File: config.mk
export PLATFORM = sky130hd
export DESIGN_NAME = efpga_readback_tx
export DESIGN_NICKNAME = d
export VERILOG_FILES = /design/src/rtl/efpga_readback_pkg.sv /design/src/rtl/efpga_readback_fifo.sv /design/src/rtl/efpga_readback_tx.sv
export SDC_FILE = /design/constraint.sdc
export NUM_CORES = 1
export LEC_CHECK = 0
export CAP_MARGIN = 25
export CORE_ASPECT_RATIO = 1.5
export CORE_MARGIN = 5
export CORE_UTILIZATION = 45
export DETAILED_ROUTE_END_ITERATION = 10
export DONT_BUFFER_PORTS = 1
export HOLD_SLACK_MARGIN = 0.03
export MAX_ROUTING_LAYER = met4
export PLACE_DENSITY = 0.63
export SLEW_MARGIN = 30
export SYNTH_ARGS = -nofsm -noshare
export SYNTH_HDL_FRONTEND = slang
export SYNTH_HIERARCHICAL = 1
export SYNTH_SLANG_ARGS = --single-unit
export TNS_END_PERCENT = 5
File: constraint.sdc
create_clock -name clk_i -period 12.4 [get_ports clk_i]
set_input_delay 2.48 -clock clk_i [delete_from_list [all_inputs] [get_ports clk_i]]
set_output_delay 2.48 -clock clk_i [all_outputs]
set_load 0.01 [all_outputs]
File: src/rtl/efpga_readback_pkg.sv
// Shared types and constants for the eFPGA readback return-path serializer.
package efpga_readback_pkg;

  localparam int unsigned BYTES_PER_WORD = 4;

  typedef logic [1:0] byte_idx_t;

  typedef enum logic [1:0] {
    IDLE = 2'd0,
    SEND = 2'd1,
    CSUM = 2'd2
  } rb_state_e;

  localparam byte_idx_t LAST_BYTE = byte_idx_t'(BYTES_PER_WORD - 1);

endpackage

File: src/rtl/efpga_readback_fifo.sv
// Single-clock word FIFO with registered count/full/empty and synchronous reset and flush.
module efpga_readback_fifo #(
  parameter int unsigned Depth = 16,
  parameter int unsigned Width = 32
) (
  input  logic                       clk,
  input  logic                       reset,
  input  logic                       flush,
  input  logic                       push,
  input  logic [Width-1:0]           push_data,
  input  logic                       pop,
  output logic [Width-1:0]           head,
  output logic [$clog2(Depth):0]     count,
  output logic                       full,
  output logic                       empty
);

  localparam int unsigned PtrW = $clog2(Depth);
  localparam int unsigned CntW = $clog2(Depth) + 1;

  logic [Width-1:0] mem [Depth];
  logic [PtrW-1:0]  wr_ptr_q, rd_ptr_q;
  logic [CntW-1:0]  count_q, count_d;
  logic             full_q, empty_q;
  logic             do_push, do_pop;

  // Full is the registered flag, so a same-cycle pop never makes room for a push.
  assign do_push = push && !full_q;
  assign do_pop  = pop && !empty_q;
  assign count_d = count_q + CntW'(do_push) - CntW'(do_pop);

  always_ff @(posedge clk) begin
    if (reset || flush) begin
      wr_ptr_q <= '0;
      rd_ptr_q <= '0;
      count_q  <= '0;
      full_q   <= 1'b0;
      empty_q  <= 1'b1;
    end else begin
      if (do_push) wr_ptr_q <= wr_ptr_q + 1'b1;
      if (do_pop)  rd_ptr_q <= rd_ptr_q + 1'b1;
      count_q <= count_d;
      full_q  <= (count_d == CntW'(Depth));
      empty_q <= (count_d == '0);
    end
  end

  always_ff @(posedge clk) begin
    if (do_push) mem[wr_ptr_q] <= push_data;
  end

  assign head  = mem[rd_ptr_q];
  assign count = count_q;
  assign full  = full_q;
  assign empty = empty_q;

endmodule

File: src/rtl/efpga_readback_tx.sv
// Readback word FIFO plus MSB-first byte serializer onto the CDC IN valid/ready channel.
// Optional per-frame XOR checksum byte is built when EFPGA_READBACK_CHECKSUM_EN is defined.
module efpga_readback_tx
  import efpga_readback_pkg::*;
#(
  parameter int unsigned FIFO_DEPTH  = 16,
  parameter int unsigned FRAME_WORDS = 8
) (
  input  logic        clk_i,
  input  logic        reset_i,
  input  logic [31:0] word_data_i,
  input  logic        word_strobe_i,
  input  logic        flush_i,
  output logic [7:0]  in_data_o,
  output logic        in_valid_o,
  input  logic        in_ready_i,
  output logic        overflow_o,
  output logic        busy_o
);

  localparam int unsigned CntW = $clog2(FIFO_DEPTH) + 1;

  if (FIFO_DEPTH < 2 || (FIFO_DEPTH & (FIFO_DEPTH - 1)) != 0) begin : g_bad_depth
    $error("FIFO_DEPTH must be a power of 2 and at least 2");
  end
  if (FRAME_WORDS < 1 || FRAME_WORDS > 255) begin : g_bad_frame
    $error("FRAME_WORDS must be in 1..255");
  end

  rb_state_e       state_q, state_d;
  logic [31:0]     shift_q, shift_d;
  byte_idx_t       idx_q, idx_d;
  logic            valid_q, valid_d;
  logic            overflow_q, overflow_d;
  logic            busy_q, busy_d;
  logic            xfer, load, pop;

  logic            fifo_push, fifo_full, fifo_empty;
  logic [31:0]     fifo_head;
  logic [CntW-1:0] fifo_count;

`ifdef EFPGA_READBACK_CHECKSUM_EN
  localparam logic [7:0] FRAME_LAST = 8'(FRAME_WORDS);
  logic [7:0] csum_q, csum_d;
  logic [7:0] frame_q, frame_d;
`endif

  // A flush in the same cycle discards the strobed word without flagging overflow.
  assign fifo_push = word_strobe_i && !fifo_full && !flush_i;

  efpga_readback_fifo #(
    .Depth (FIFO_DEPTH),
    .Width (32)
  ) u_fifo (
    .clk       (clk_i),
    .reset     (reset_i),
    .flush     (flush_i),
    .push      (fifo_push),
    .push_data (word_data_i),
    .pop       (pop),
    .head      (fifo_head),
    .count     (fifo_count),
    .full      (fifo_full),
    .empty     (fifo_empty)
  );

  assign xfer = valid_q && in_ready_i;

  always_comb begin
    state_d = state_q;
    shift_d = shift_q;
    idx_d   = idx_q;
    valid_d = valid_q;
    load    = 1'b0;
    pop     = 1'b0;
`ifdef EFPGA_READBACK_CHECKSUM_EN
    csum_d  = csum_q;
    frame_d = frame_q;
`endif

    unique case (state_q)
      IDLE: load = !fifo_empty;
      SEND: begin
        if (xfer) begin
          shift_d = {shift_q[23:0], 8'h00};
          idx_d   = idx_q + 2'd1;
`ifdef EFPGA_READBACK_CHECKSUM_EN
          csum_d  = csum_q ^ shift_q[31:24];
`endif
          if (idx_q == LAST_BYTE) begin
`ifdef EFPGA_READBACK_CHECKSUM_EN
            frame_d = frame_q + 8'd1;
            if (frame_d == FRAME_LAST) state_d = CSUM;
            else
`endif
            if (!fifo_empty) load = 1'b1;
            else begin
              valid_d = 1'b0;
              state_d = IDLE;
            end
          end
        end
      end
`ifdef EFPGA_READBACK_CHECKSUM_EN
      CSUM: begin
        if (xfer) begin
          csum_d  = '0;
          frame_d = '0;
          if (!fifo_empty) load = 1'b1;
          else begin
            valid_d = 1'b0;
            state_d = IDLE;
          end
        end
      end
`endif
      default: state_d = IDLE;
    endcase

    // Popping on the same edge as the last transfer keeps the stream bubble-free.
    if (load) begin
      pop     = 1'b1;
      shift_d = fifo_head;
      idx_d   = '0;
      valid_d = 1'b1;
      state_d = SEND;
    end

    if (flush_i) begin
      state_d = IDLE;
      shift_d = '0;
      idx_d   = '0;
      valid_d = 1'b0;
      pop     = 1'b0;
`ifdef EFPGA_READBACK_CHECKSUM_EN
      csum_d  = '0;
      frame_d = '0;
`endif
    end
  end

  always_comb begin
    overflow_d = overflow_q || (word_strobe_i && fifo_full);
    // Next-cycle view: something in flight, being pushed, or left in the FIFO after the pop.
    busy_d     = valid_d || fifo_push || (fifo_count != CntW'(pop));
    if (flush_i) begin
      overflow_d = 1'b0;
      busy_d     = 1'b0;
    end
  end

  always_ff @(posedge clk_i) begin
    if (reset_i) begin
      state_q    <= IDLE;
      shift_q    <= '0;
      idx_q      <= '0;
      valid_q    <= 1'b0;
      overflow_q <= 1'b0;
      busy_q     <= 1'b0;
    end else begin
      state_q    <= state_d;
      shift_q    <= shift_d;
      idx_q      <= idx_d;
      valid_q    <= valid_d;
      overflow_q <= overflow_d;
      busy_q     <= busy_d;
    end
  end

`ifdef EFPGA_READBACK_CHECKSUM_EN
  always_ff @(posedge clk_i) begin
    if (reset_i) begin
      csum_q  <= '0;
      frame_q <= '0;
    end else begin
      csum_q  <= csum_d;
      frame_q <= frame_d;
    end
  end

  assign in_data_o = !valid_q ? 8'h00 : (state_q == CSUM) ? csum_q : shift_q[31:24];
`else
  assign in_data_o = valid_q ? shift_q[31:24] : 8'h00;
`endif

  assign in_valid_o = valid_q;
  assign overflow_o = overflow_q;
  assign busy_o     = busy_q;

endmodule

==> metrics.txt <==
Pwr per Cell Area 149.4 nW/um2; syn_nets 1160; Total Wirelength 46.62 mm; drt drc 0; Worst EP required 12.86 ns; Critical R2R Capture shift_q[22]; Worst Hold Path EP shift_q[1]; status finished clean; Final Max Slew Viols 0; first-pass GRT wire length 70.93 mm; DRT Pass-1 Iters 5; hold depth 2; Fin Clk Skew 0.01214 ns; CTS hold repair buffers 0; largest net degree at the start of global routing 63; reg2reg path depth 7; worst hold start shift_q[1]; Fillers 3869; Avg Synthesized Cell Area 19.82 um2; Slew headroom 36.62%; top sig layer met4; Post-layout nets 1177; H-tree levels 2; Tcrit/Tclk final 36.87%; Setup Buffers After CTS 0; Multi-input gate area 5179 um2; CTS clk-pin slew, worst paths 0.06 ns; DR vias/cell 5.702; buffers added on ports 0; flop-to-flop setup slack 9.00 ns; Initial Utilization 45.40%; number of antenna diodes 0; final setup violation count 0; routed len/inst 25.56 um; vias in the first global route 10909; Die Span X 190.7 um; GRT Total Usage 18.22%; share of cells above drive strength 1 25.26%; Worst Hold Margin 0.4667 ns; initial antenna violation count 1; startpoint types input port; via count 10400; clock root buffer master clkbuf_16; max_cap viols 0; worst path cell trace nand3_2 > a21o_1 > nor2_1 > nor2b_1 > xor2_1 > ha_1 > inv_1 > fa_1 > nand2b_1 > a21oi_1 > xnor2_1 > nor4b_1; asr flop ratio synth 0%; drt initial violations 778; DPL Wire Length 28.39 mm; Final Hold Viols 0; die area 53600 um2; Crit path depth 12; WS Path Type input port to flip-flop; Seq/Total Area, Yosys 74.93%; TNS Setup 0 ns; Met2 Routed Length 25.03 mm; P_leak 7.645 nW; CP top delay family simple AND/OR/NAND/NOR gates; critical path data arrival time 5.03 ns; cell area after synthesis 22040 um2; #FFs+latches synth 569; Met1 Wirelength 18.39 mm; slowest CP cell nor2b_1; Post-DRT Antenna Nets 0; worst hold-check path type flip-flop to flip-flop; Area Overhead vs Synth 12.36%; Die Y 281.1 um; Design Power 3.701 mW; RSZ-0062 raised after global routing false; Post-synth EDFFs 512; Core ar. 48560 um2; yosys warns 6; IO Count 48; wire length on met3 2.341 mm; Netlist cell types 42; number of gates resized after CTS 0; VDD IR-drop max 0.00009739 V; Main synth FF type edfxtp_1; Worst path max stage delay 0.43 ns; clk sinks 569; crit-path max FO 9; Register Area 16520 um2; TritonCTS Buffers 51; CTS tree built; achievable frequency 0.2187 GHz; Cells after Synth 1112; clk_lat worst skew 0.57 ns; Critical path buffers and inverters 1; total grt overflow 0; row count 99; critical path capture point type flip-flop; maximum clock path buffer count 3; measured slew at the worst slew-check pin 0.9507 ns; min Tclk post-route 4.572 ns; GP Congestion 0.7841
## sequential cells by signal, summed over array words and instances, names as in the netlist, named ones only
register / cells
u_fifo/mem: 512
shift_q: 32
u_fifo/count: 5
u_fifo/rd_ptr_q: 4
u_fifo/wr_ptr_q: 4
idx_q: 2
busy_o: 1
in_valid_o: 1
overflow_o: 1
state_q: 1
u_fifo/empty: 1
u_fifo/full: 1
## layout by cell type, fill, tap and decap left out, types with 3 or more instances in the layout
cell | netlist | routed
a22oi_1 | 64 | 64
nor3_1 | 29 | 25
mux4_2 | 128 | 128
clkbuf_16 | 0 | 53
a211oi_2 | 18 | 18
xnor2_1 | 5 | 5
clkbuf_1 | 33 | 12
xor2_1 | 7 | 7
o31ai_2 | 18 | 18
o31ai_1 | 6 | 6
edfxtp_1 | 512 | 512
nor2b_1 | 6 | 4
dfxtp_1 | 57 | 55
ha_1 | 10 | 10
nand2b_1 | 4 | 4
nor2_4 | 1 | 15
nand4_1 | 3 | 3
buf_8 | 0 | 3
nor3_2 | 2 | 6
nor2_1 | 37 | 23
buf_16 | 0 | 10
a21oi_1 | 6 | 6
a211oi_1 | 6 | 6
nand2_1 | 57 | 57
clkinv_1 | 0 | 14
bufinv_16 | 0 | 5
buf_4 | 12 | 18
and2_1 | 9 | 8
clkinv_2 | 0 | 6
inv_1 | 32 | 32
o22ai_1 | 8 | 8
## cells in the mapped netlist, drive strengths merged (2+ instances only)
cell type	number	area, um2
nor2	38	150.1
o31ai	24	270.3
o22ai	8	50.05
a211oi	24	270.3
or2	2	12.51
a21oi	7	38.79
nand2	57	214.0
mux2i	2	20.02
dfxtp	57	1141
mux4	128	2883
nand4	3	18.77
a21o	2	15.01
nand3	2	20.02
edfxtp	512	15370
ha	10	125.1
xor2	7	61.31
nor3	31	165.2
clkbuf	33	123.9
a22oi	64	480.5
inv	32	120.1
buf	37	252.8
nand2b	4	25.02
xnor2	5	43.79
nor2b	6	37.54
and2	9	56.30
## power by group
part	internal [mW]	switching [mW]	leakage (nW)
registers	2.10	0.00660	5.07
clock network	0.881	0.658	0.784
logic	0.0212	0.0346	1.79
## tightest hold or removal path, delay by kind of cell (launching register included)
kind            cells  cell delay [ns]
simple gates        1             0.05
compound gates      1             0.06
flops               1             0.31
## per-layer routing
| metal | vias up | GRT usage, % |
|---|---|---|
| li1 | 4551 | - |
| met1 | 5552 | 23.42 |
| met2 | 233 | 31.20 |
| met3 | 64 | 2.634 |
| met4 | 0 | 4.072 |
| met5 | - | - |
## through the flow
| stage | instance area [um2] | instances | setup slack [ns] | utilization, % |
|---|---|---|---|---|
| after floorplan | 22040 | 1112 | 6.405 | - |
| after global placement | 22790 | 1717 | 7.310 | 46.93 |
| after detailed placement | 23070 | 1729 | 7.216 | 47.51 |
| after CTS | 24690 | 1821 | 7.806 | 50.84 |
| after global routing | 24770 | 1824 | 7.514 | 51.00 |
| final | 24770 | 1824 | 7.828 | 51.00 |
## cell families (layout without fill, tap and decap cells)
family          Yosys count  in the layout  share of synthesized area (%)
simple gates            156            156                          3.309
buf+inv                 102            158                          2.254
compound gates          132            132                          5.205
xor+xnor                 12             12                         0.4768
fa+ha+maj                11             11                         0.6585
flops                   569            569                          74.93
mux                     130            130                          13.17
## worst max-delay path by stage
stage | start | to | slack [ns]
3_5_place_dp | in_ready_i | u_fifo/full | 7.22
5_1_grt | in_ready_i | u_fifo/full | 7.51
6_report | in_ready_i | u_fifo/full | 7.83
4_1_cts | in_ready_i | u_fifo/full | 7.81
3_3_place_gp | in_ready_i | u_fifo/empty | 7.31
2_1_floorplan | flush_i | u_fifo/mem[3][0] | 6.41
## final cells by class
class / count / area share (%)
sequential: 569 / 66.72
multi-input combinational: 441 / 20.91
clock buffer: 65 / 5.537
tap: 656 / 3.314
timing repair buffer: 34 / 2.046
clock inverter: 27 / 0.9902
inverter: 32 / 0.4850
Note: power is estimated with default switching activity, not from simulation.
